$ cat config.mk
export PLATFORM = sky130hd
export DESIGN_NAME = store_narrow_buffer_flat
export DESIGN_NICKNAME = d
export VERILOG_FILES = /design/src/rtl/store_narrow_buffer_pkg.sv /design/src/rtl/store_narrow_buffer_if.sv /design/src/rtl/store_narrow_buffer_lane_align.sv /design/src/rtl/store_narrow_buffer.sv /design/src/flat_wrapper.sv
export SDC_FILE = /design/constraint.sdc
export NUM_CORES = 1
export LEC_CHECK = 0
export CAP_MARGIN = 20
export CORE_ASPECT_RATIO = 0.7
export CORE_MARGIN = 10
export CORE_UTILIZATION = 50
export CTS_CLUSTER_SIZE = 12
export DETAILED_ROUTE_END_ITERATION = 7
export PLACE_DENSITY = 0.77
export SLEW_MARGIN = 15
export SYNTH_ARGS = -nofsm -noshare
export SYNTH_HDL_FRONTEND = slang
export SYNTH_HIERARCHICAL = 1
export SYNTH_SLANG_ARGS = --single-unit
$ cat constraint.sdc
create_clock -name clk -period 4.1 [get_ports clk]
set_clock_uncertainty 0.15 [all_clocks]
set_input_delay 0.82 -clock clk [delete_from_list [all_inputs] [get_ports clk]]
set_output_delay 0.82 -clock clk [all_outputs]
set_load 0.02 [all_outputs]
$ cat src/rtl/store_narrow_buffer_pkg.sv
// rtl/store_narrow_buffer_pkg.sv - store op encodings and queued store entry record
package store_narrow_buffer_pkg;

   localparam int SNB_AW = 32;

   typedef enum logic [1:0] {
      ST_NONE = 2'b00,
      ST_SB   = 2'b01,
      ST_SH   = 2'b10,
      ST_SW   = 2'b11
   } st_op_e;

   typedef struct packed {
      logic [SNB_AW-3:0] word;
      logic [31:0]       data;
      logic [3:0]        be;
   } entry_t;

endpackage

$ cat src/rtl/store_narrow_buffer_if.sv
// rtl/store_narrow_buffer_if.sv - pipeline store/load and data-memory write port bundle
interface store_narrow_buffer_if #(parameter int AW = 32);
   logic [1:0]    st_op;
   logic [AW-1:0] st_addr;
   logic [31:0]   st_data;
   logic          st_stall;
   logic          st_misalign;
   logic [AW-1:0] ld_addr;
   logic          ld_en;
   logic          ld_hit;
   logic          mem_req;
   logic [AW-1:0] mem_addr;
   logic [31:0]   mem_wdata;
   logic [3:0]    mem_be;
   logic          mem_ack;
   logic          empty;

   modport master (
      output st_op, st_addr, st_data, ld_addr, ld_en, mem_ack,
      input  st_stall, st_misalign, ld_hit, mem_req, mem_addr, mem_wdata, mem_be, empty
   );

   modport slave (
      input  st_op, st_addr, st_data, ld_addr, ld_en, mem_ack,
      output st_stall, st_misalign, ld_hit, mem_req, mem_addr, mem_wdata, mem_be, empty
   );
endinterface

$ cat src/rtl/store_narrow_buffer_lane_align.sv
// rtl/store_narrow_buffer_lane_align.sv - replicate store data onto byte lanes, build byte enables, flag misalignment
module store_lane_align
   import store_narrow_buffer_pkg::*;
(
   input  logic [1:0]  st_op,
   input  logic [1:0]  addr_lo,
   input  logic [31:0] st_data,
   output logic [31:0] data,
   output logic [3:0]  be,
   output logic        misalign
);

   always_comb begin
      data     = st_data;
      be       = 4'b0000;
      misalign = 1'b0;
      case (st_op)
         ST_SB: begin
            data = {4{st_data[7:0]}};
            be   = 4'b0001 << addr_lo;
         end
         ST_SH: begin
            data     = {2{st_data[15:0]}};
            be       = addr_lo[1] ? 4'b1100 : 4'b0011;
            misalign = addr_lo[0];
         end
         ST_SW: begin
            be       = 4'b1111;
            misalign = (addr_lo != 2'b00);
         end
         default: ;
      endcase
   end

endmodule

$ cat src/rtl/store_narrow_buffer.sv
// rtl/store_narrow_buffer.sv - store queue: narrows M-stage stores, buffers them and drains to data memory
module store_narrow_buffer
   import store_narrow_buffer_pkg::*;
#(
   parameter int DEPTH = 4,
   parameter int AW    = SNB_AW
)(
   input logic                  clk,
   input logic                  reset,
   store_narrow_buffer_if.slave bus
);

   localparam int PW = (DEPTH > 1) ? $clog2(DEPTH) : 1;
   localparam logic [PW:0] FULL = (PW+1)'(DEPTH);

   logic [PW-1:0]    rd_ptr, wr_ptr, rd_ptr_n;
   logic [PW:0]      count, count_left;
   logic [DEPTH-1:0] valid;
   entry_t           fifo [DEPTH];
   entry_t           new_entry;
   logic [31:0]      lane_data;
   logic [3:0]       lane_be;
   logic             lane_mis, is_store, full, push, pop, empty_w, misalign_q, hit;

   store_lane_align u_align (
      .st_op    (bus.st_op),
      .addr_lo  (bus.st_addr[1:0]),
      .st_data  (bus.st_data),
      .data     (lane_data),
      .be       (lane_be),
      .misalign (lane_mis)
   );

   assign is_store   = (bus.st_op != ST_NONE);
   assign empty_w    = (count == '0);
   assign full       = (count == FULL);
   // no bypass: a full queue refuses the push even when the head pops this cycle
   assign push       = is_store & ~lane_mis & ~full;
   assign pop        = ~empty_w & bus.mem_ack;
   assign count_left = count - (PW+1)'(pop);
   assign rd_ptr_n   = rd_ptr + PW'(pop);
   assign new_entry  = '{word: bus.st_addr[AW-1:2], data: lane_data, be: lane_be};

   assign bus.st_stall    = is_store & ~lane_mis & full;
   assign bus.st_misalign = misalign_q;
   assign bus.empty       = empty_w;
   assign bus.mem_req     = ~empty_w;

   always_ff @(posedge clk) begin
      if (push) fifo[wr_ptr] <= new_entry;
   end

   always_ff @(posedge clk or posedge reset) begin
      if (reset) begin
         rd_ptr        <= '0;
         wr_ptr        <= '0;
         count         <= '0;
         valid         <= '0;
         misalign_q    <= 1'b0;
         bus.mem_addr  <= '0;
         bus.mem_wdata <= '0;
         bus.mem_be    <= '0;
      end else begin
         misalign_q <= is_store & lane_mis;
         count      <= count_left + (PW+1)'(push);
         rd_ptr     <= rd_ptr_n;
         if (pop) valid[rd_ptr] <= 1'b0;
         if (push) begin
            valid[wr_ptr] <= 1'b1;
            wr_ptr        <= wr_ptr + PW'(1);
         end
         // the head register is loaded from whatever entry becomes head after this edge
         if (push && count_left == '0) begin
            bus.mem_addr  <= {new_entry.word, 2'b00};
            bus.mem_wdata <= new_entry.data;
            bus.mem_be    <= new_entry.be;
         end else if (pop && count_left != '0) begin
            bus.mem_addr  <= {fifo[rd_ptr_n].word, 2'b00};
            bus.mem_wdata <= fifo[rd_ptr_n].data;
            bus.mem_be    <= fifo[rd_ptr_n].be;
         end
      end
   end

   always_comb begin
      hit = 1'b0;
      for (int i = 0; i < DEPTH; i++) begin
         if (valid[i] && fifo[i].word == bus.ld_addr[AW-1:2]) hit = 1'b1;
      end
   end

   assign bus.ld_hit = bus.ld_en & hit;

endmodule

$ cat src/flat_wrapper.sv
// flat-port wrapper written by rule: the top's interface ports become plain ports
module store_narrow_buffer_flat import store_narrow_buffer_pkg::*;
#(
   parameter int DEPTH = 4,
   parameter int AW    = SNB_AW
)
  (clk, reset, bus_st_op, bus_st_addr, bus_st_data, bus_ld_addr, bus_ld_en, bus_mem_ack, bus_st_stall, bus_st_misalign, bus_ld_hit, bus_mem_req, bus_mem_addr, bus_mem_wdata, bus_mem_be, bus_empty);
  store_narrow_buffer_if #(.AW(AW)) bus_i ();
  input logic clk;
  input logic reset;
  input wire logic [$bits(bus_i.st_op)-1:0] bus_st_op;
  input wire logic [$bits(bus_i.st_addr)-1:0] bus_st_addr;
  input wire logic [$bits(bus_i.st_data)-1:0] bus_st_data;
  input wire logic [$bits(bus_i.ld_addr)-1:0] bus_ld_addr;
  input wire logic [$bits(bus_i.ld_en)-1:0] bus_ld_en;
  input wire logic [$bits(bus_i.mem_ack)-1:0] bus_mem_ack;
  output wire logic [$bits(bus_i.st_stall)-1:0] bus_st_stall;
  output wire logic [$bits(bus_i.st_misalign)-1:0] bus_st_misalign;
  output wire logic [$bits(bus_i.ld_hit)-1:0] bus_ld_hit;
  output wire logic [$bits(bus_i.mem_req)-1:0] bus_mem_req;
  output wire logic [$bits(bus_i.mem_addr)-1:0] bus_mem_addr;
  output wire logic [$bits(bus_i.mem_wdata)-1:0] bus_mem_wdata;
  output wire logic [$bits(bus_i.mem_be)-1:0] bus_mem_be;
  output wire logic [$bits(bus_i.empty)-1:0] bus_empty;
  assign bus_i.st_op = bus_st_op;
  assign bus_i.st_addr = bus_st_addr;
  assign bus_i.st_data = bus_st_data;
  assign bus_i.ld_addr = bus_ld_addr;
  assign bus_i.ld_en = bus_ld_en;
  assign bus_i.mem_ack = bus_mem_ack;
  assign bus_st_stall = bus_i.st_stall;
  assign bus_st_misalign = bus_i.st_misalign;
  assign bus_ld_hit = bus_i.ld_hit;
  assign bus_mem_req = bus_i.mem_req;
  assign bus_mem_addr = bus_i.mem_addr;
  assign bus_mem_wdata = bus_i.mem_wdata;
  assign bus_mem_be = bus_i.mem_be;
  assign bus_empty = bus_i.empty;
  store_narrow_buffer #(.DEPTH(DEPTH), .AW(AW)) u_core (.clk(clk), .reset(reset), .bus(bus_i));
endmodule
==> impl_metrics.py, run 1 <==
metrics = {
    "cts": {
        "clockRootBuffer": "clkbuf_16",
        "htreeDepth": 2,
        "cts_sinks": 342,
        "cts.clk_slew.worst_paths_ps": 50,
        "worstSkewPairLatency_ps": 520,
        "cts_buffer_depth": 3,
        "cts_setup_buffers": 0,
        "cts_buffers": 36,
        "tritoncts": "yes",
    },
    "cells_and_area": {
        "fillers": 2192,
        "fin_cells": 1616,
        "final_util_pct": 62.7,
        "layout-area-overhead-vs-synth_pct": 23.8,
        "fin_nets": 1291,
        "drive_gt1_share_pct": 15.9,
        "multiInputGateArea_um2": 4860,
        "seqCellArea_um2": 9880,
    },
    "yosys": {
        "synth_cells": 963,
        "yosysTopAreaCell": "edfxtp_1",
        "synth_common_cells": "edfxtp_1 (264), nor2_1 (82), dfrtp_1 (78), xnor2_1 (77), a21oi_1 (72)",
        "avgSynthCellArea_um2": 15.8,
        "yosys-top-cells-area": "edfxtp_1 (52%), dfrtp_1 (13%), mux4_2 (9.8%)",
        "yosys_warnings": 6,
        "yosysUniqueCellTypes": 42,
        "synth_top_area_share_pct": 52.2,
        "synth_edf_count": 264,
        "postSynth.asyncResetShare_pct": 22.8,
        "synth_most_common_cell": "edfxtp_1",
        "synth_seq_cells": 342,
        "syn_area_um2": 15200,
        "synth_top_flop_cell": "edfxtp_1",
        "seq_area_frac_synth_pct": 65.1,
    },
    "floorplanning": {
        "die_width_um": 228,
        "start_util_pct": 50.6,
        "die-area_um2": 37800,
        "core_um2": 30000,
        "die-height_um": 166,
        "row_count": 53,
        "io_pins": 175,
    },
    "power": {
        "peakVddDrop_v": 0.000561,
        "p_leak_nw": 6.47,
        "powerDensity_nw_per_um2": 771,
    },
    "hold_path": {
        "hold_depth": 1,
        "hold_end": "u_core/valid[1]",
        "hold_path_class": "reg2reg",
        "min_from": "u_core/valid[1]",
    },
    "global_route": {
        "antenna_found_initial": 4,
        "grt_usage_pct": 20.0,
        "grt_pass1_vias": 9330,
        "grt_pass1_wl_um": 58100,
        "overflow": 0,
        "grt_max_degree": 79,
    },
    "setup_path": {
        "r2r_cells": 12,
        "worst_ep_required_time_ps": 3130,
        "cp-start-kind": "input port",
        "cp-end-kind": "primary output",
        "r2r-start": "u_core/count[2]",
        "cp.arrival_ps": 3010,
        "timing.rr.end": "u_core/bus.mem_wdata[24]",
        "crit_fanout": 4,
        "crit_type": "in2out",
        "rrSetupSlack_ps": 830,
    },
    "placed_design": {
        "gp_congestion": 0.928,
        "port_buffers": 170,
        "dpl.cell_count": 1549,
        "hpwl_um": 26700,
        "place_ws_ps": -175,
    },
    "sta": {
        "clock.fmax_ghz": 0.251,
        "worstMarginPinSlew_ps": 640,
        "fin_crit_ps": 3980,
        "setup_viol": 0,
        "slew_headroom_pct": 57.2,
        "fin_tns_setup_ps": 0,
        "period_share_pct": 97.2,
        "rsz0062_at_grt": "false",
        "whs_ps": 353,
        "final_hold_viol_count": 0,
        "maxSlewViolCount": 0,
        "finalWorstSetupSlack_ps": 116,
    },
    "detailed_routing": {
        "drcViolationCount": 0,
        "dr.first_iter.drc_count": 963,
        "routed_wl_um": 38300,
        "wl_per_cell_um": 23.7,
        "first_pass_iters": 6,
        "vias": 9095,
        "ant_nets": 0,
        "vias_per_cell": 5.63,
    },
    "flow_run": {
        "maxCapViolations": 0,
    },
    "run_status": {
        "status": "complete, no violations",
    },
}
kinds of logic (layout without fill, tap and decap cells):
family                   Yosys count  count (layout)  share of synthesized area (%)
other                              1               5                         0.0247
adder cells (fa/ha/maj)           14              14                           1.15
multiplexers                     132             132                           14.1
XOR/XNOR                         124             124                           7.20
flip-flops                       342             342                           65.1
AO/OA/AOI/OAI                    111             111                           4.34
AND/OR/NAND/NOR                  152             152                           4.83
buffers and inverters             87             324                           3.23
power by group:
group	switching, W	internal, W	total (W)	leakage [nW]
logic	0.00331	0.00292	0.00624	2.67
clock network	0.00128	0.00167	0.00295	0.492
registers	0.000433	0.00487	0.00531	3.31
total	0.00502	0.00947	0.0145	6.47
cell type report:
cell class / count / share of cell area (%)
Antenna cell: 3 / 0.0399
Clock buffer: 57 / 5.32
Sequential cell: 342 / 52.6
Inverter: 20 / 0.406
Timing Repair Buffer: 240 / 12.9
Clock inverter: 7 / 0.186
Tap cell: 412 / 2.74
Multi-Input combinational cell: 535 / 25.8
metal layers:
metal  global-route usage, %  up-vias  part of all wire, %
li1                        -     4057                    -
met1                    28.4     4593                   43
met2                    29.4      391                   45
met3                    6.72       52                   11
met4                    4.02        2                  1.5
met5                       0        -                0.052
how the worst max path moves through the flow:
stage | startpoint | end | slack [ps] | cells past startpoint
floorplan | bus_st_op[0] | u_core/fifo[1][0] | 640 | 8
global placement | bus_ld_addr[4] | bus_ld_hit | -140 | 7
detailed placement | bus_ld_addr[4] | bus_ld_hit | -180 | 7
CTS | bus_ld_addr[9] | bus_ld_hit | 180 | 8
global route | bus_ld_addr[8] | bus_ld_hit | 20 | 7
finish | bus_ld_addr[16] | bus_ld_hit | 120 | 7
state kept, by name, summed over array words and instances, names as in the netlist:
register and count:
u_core/wr_ptr 2, u_core/bus.mem_wdata 32, u_core/count 3, u_core/bus.mem_addr 30, u_core/valid 4, u_core/bus.st_misalign 1, u_core/rd_ptr 2, u_core/bus.mem_be 4
u_core/fifo 264
timing repair:
action / CTS / global route
setup endpoints to repair: 1 / 0
hold endpoints to repair: 0 / 0
hold buffers: 0 / 0
resized for setup: 2 / 0
worst max-delay path, stage by stage:
cell             delay (ps)
clkdlybuf4s50_1         520
xnor2_1                 340
nand4_1                 220
nor4_1                  320
nand4_1                 130
a41oi_1                 280
dlygate4sd2_1           380
placed cells by master (no fill, tap or decap), types with 13 or more instances in the layout:
cell / synthesis / layout
edfxtp_1: 264 / 264
clkdlybuf4s50_1: 0 / 169
nor2_1: 82 / 82
dfrtp_1: 78 / 78
xnor2_1: 77 / 77
a21oi_1: 72 / 72
mux4_2: 66 / 66
mux2i_1: 66 / 66
buf_4: 17 / 54
xor2_1: 46 / 46
clkbuf_16: 0 / 37
nand4_1: 24 / 24
clkbuf_1: 14 / 20
inv_1: 19 / 18
buf_12: 0 / 16
nor4_1: 16 / 15
nand2_1: 13 / 13
ha_1: 14 / 13
per-stage QoR:
| stage | power (W) | cell area (um2) |
|---|---|---|
| 2_1_floorplan | 0.00928 | 15200 |
| 3_3_place_gp | 0.0115 | 17700 |
| 3_5_place_dp | 0.0116 | 17700 |
| 4_1_cts | 0.0146 | 18800 |
| 5_1_grt | 0.0153 | 18800 |
| 6_report | 0.0145 | 18800 |
No activity file was read; power rests on OpenSTA's default activity.
==> inputs of run 2 (changes only) <==
CORE_UTILIZATION = 56   (was 50)
GPL_ROUTABILITY_DRIVEN = 0   (was unset)
PLACE_DENSITY = 0.85   (was 0.77)
SETUP_SLACK_MARGIN = 0.2   (was unset)
==> run 2 against run 1 <==
  * Final cell count decreased by 3.8%
  * Setup slack better by 180 ps
  * Clock power about the same
  * Global-route usage is 2.3 points higher
  * Clock-buffer cell count increased by 3
  * Sequential power is essentially flat
  * Largest power group unchanged
  * Critical path depth grew 1
  * Hold slack better by 9.9 ps
  * Largest cell class unchanged
  * Non-clock buffer count fell by 11
  * Critical endpoint unchanged
  * Wire length down 0.17%
  * Highest routed layer unchanged
  * Sequential share of layout area grew 0.37 points
==> impl_metrics.py, run 2 (synthesis gave the netlist of run 1 again) <==
metrics = {
    "detailed_routing": {
        "dr.first_iter.drc_count": 1034,
        "vias_per_cell": 5.90,
        "routed_wl_um": 38200,
        "ant_nets": 0,
        "first_pass_iters": 5,
        "drcViolationCount": 0,
        "vias": 9167,
        "wl_per_cell_um": 24.6,
    },
    "global_route": {
        "overflow": 0,
        "grt_usage_pct": 22.3,
        "grt_pass1_wl_um": 57800,
        "grt_pass1_vias": 9373,
        "grt_max_degree": 47,
        "antenna_found_initial": 2,
    },
    "cells_and_area": {
        "regMostFlops": "u_core/fifo",
        "final_cell_mix": "edfxtp_1 (264), clkdlybuf4s50_1 (168), nor2_1 (82)",
        "final_util_pct": 69.9,
        "fillers": 1720,
        "fin_nets": 1279,
        "drive_gt1_share_pct": 15.4,
        "top_regs": "u_core/fifo: 264 flops, u_core/bus.mem_wdata: 32 flops, u_core/bus.mem_addr: 30 flops",
        "layout-area-overhead-vs-synth_pct": 23.0,
        "largest_reg_flops": 264,
        "layout_commonest_cell": "edfxtp_1",
    },
    "cts": {
        "cts_buffers": 35,
        "cts.clk_slew.worst_paths_ps": 60,
        "htreeDepth": 2,
        "worstSkewPairLatency_ps": 500,
        "cts_sinks": 342,
        "clockRootBuffer": "clkbuf_16",
        "ctsHoldBuffers": 0,
        "tritoncts": "yes",
        "cts_buffer_depth": 3,
    },
    "setup_path": {
        "cp-start-kind": "input port",
        "cp.arrival_ps": 2830,
        "crit_type": "in2out",
        "crit_fanout": 2,
        "slowest_delay_ps": 500,
        "cp-end-kind": "primary output",
        "path_cells": "clkdlybuf4s50_1, xnor2_1, buf_4, nand4_1, nor4_1, nand4_1, a41oi_1, clkbuf_2",
        "worst_ep_required_time_ps": 3130,
        "crit_top_cell": "nand4_1",
        "slowest_stage": "clkdlybuf4s50_1",
    },
    "run_status": {
        "status": "complete, no violations",
    },
    "floorplanning": {
        "core_um2": 26700,
        "die-area_um2": 34200,
        "io_pins": 175,
        "die_width_um": 217,
        "start_util_pct": 56.8,
        "die-height_um": 158,
        "row_count": 50,
    },
    "sta": {
        "period_share_pct": 92.7,
        "clock.fmax_ghz": 0.263,
        "fin_tns_setup_ps": 0,
        "maxSlewViolCount": 0,
        "setup_viol": 0,
        "final_hold_viol_count": 0,
        "rsz0062_at_grt": "false",
        "finalWorstSetupSlack_ps": 300,
        "fin_crit_ps": 3800,
        "slew_headroom_pct": 40.0,
        "worstMarginPinSlew_ps": 900,
    },
    "power": {
        "p_leak_nw": 6.44,
        "peakVddDrop_v": 0.000507,
        "powerDensity_nw_per_um2": 777,
    },
    "flow_run": {
        "maxCapViolations": 0,
    },
    "placed_design": {
        "port_buffers": 170,
        "place_ws_ps": -97.6,
        "hpwl_um": 26600,
    },
    "hold_path": {
        "hold_path_class": "reg2reg",
    },
}
-- run 2: cell type report --
cell class                      instances  area [um2]  share of cell area, %
Clock inverter                          3        13.8                 0.0737
Multi-Input combinational cell        535        4860                   26.0
Timing Repair Buffer                  229        2350                   12.6
Tap cell                              364         455                   2.44
Sequential cell                       342        9880                   52.9
Inverter                               20        76.3                  0.409
Clock buffer                           60        1030                   5.53
Antenna cell                            1        2.50                 0.0134
-- run 2: worst max-delay path, delay by kind of cell --
kind            cells  cell delay [ps]
compound gates      1              280
xor+xnor            1              140
buf+inv             3              900
simple gates        3              690
-- run 2: final timing paths --
check	start	endpoint	slack (ps)	depth (start not counted)
hold / removal	u_core/valid[3]	u_core/valid[3]	360	1
min in group asynchronous	reset	u_core/bus.mem_addr[23]	640	2
setup / recovery	bus_ld_addr[9]	bus_ld_hit	300	8
hold reg to reg	u_core/valid[3]	u_core/valid[3]	360	1
max in group asynchronous	reset	u_core/bus.mem_wdata[27]	2280	3
setup reg to reg	u_core/count[2]	u_core/bus.mem_be[2]	740	11
-- run 2: metal layers --
layer	vias up	part of all wire (%)	track usage, %
met2	475	44	32.5
met4	2	1.7	4.28
li1	4038	-	-
met5	-	0.034	0
met3	68	11	6.79
met1	4584	43	32.7
-- run 2: metrics by stage --
step / cell area (um2) / hold slack [ps] / std cells / power (W)
CTS: 18700 / 352 / 1553 / 0.0146
finish: 18700 / 363 / 1554 / 0.0145
global route: 18700 / 370 / 1553 / 0.0153
global placement: 17600 / 337 / 1490 / 0.0114
floorplan: 15200 / 299 / 964 / 0.00928
detailed placement: 17600 / 336 / 1490 / 0.0116
-- run 2: repair_timing --
action | CTS | global route
gates resized for setup | 2 | 4
endpoints found under the setup margin | 2 | 1
buffers inserted | 0 | 0
-- run 2: power by group --
| group | switching, W | internal (W) |
|---|---|---|
| logic | 0.00335 | 0.00288 |
| registers | 0.000447 | 0.00487 |
| clock network | 0.00125 | 0.00171 |
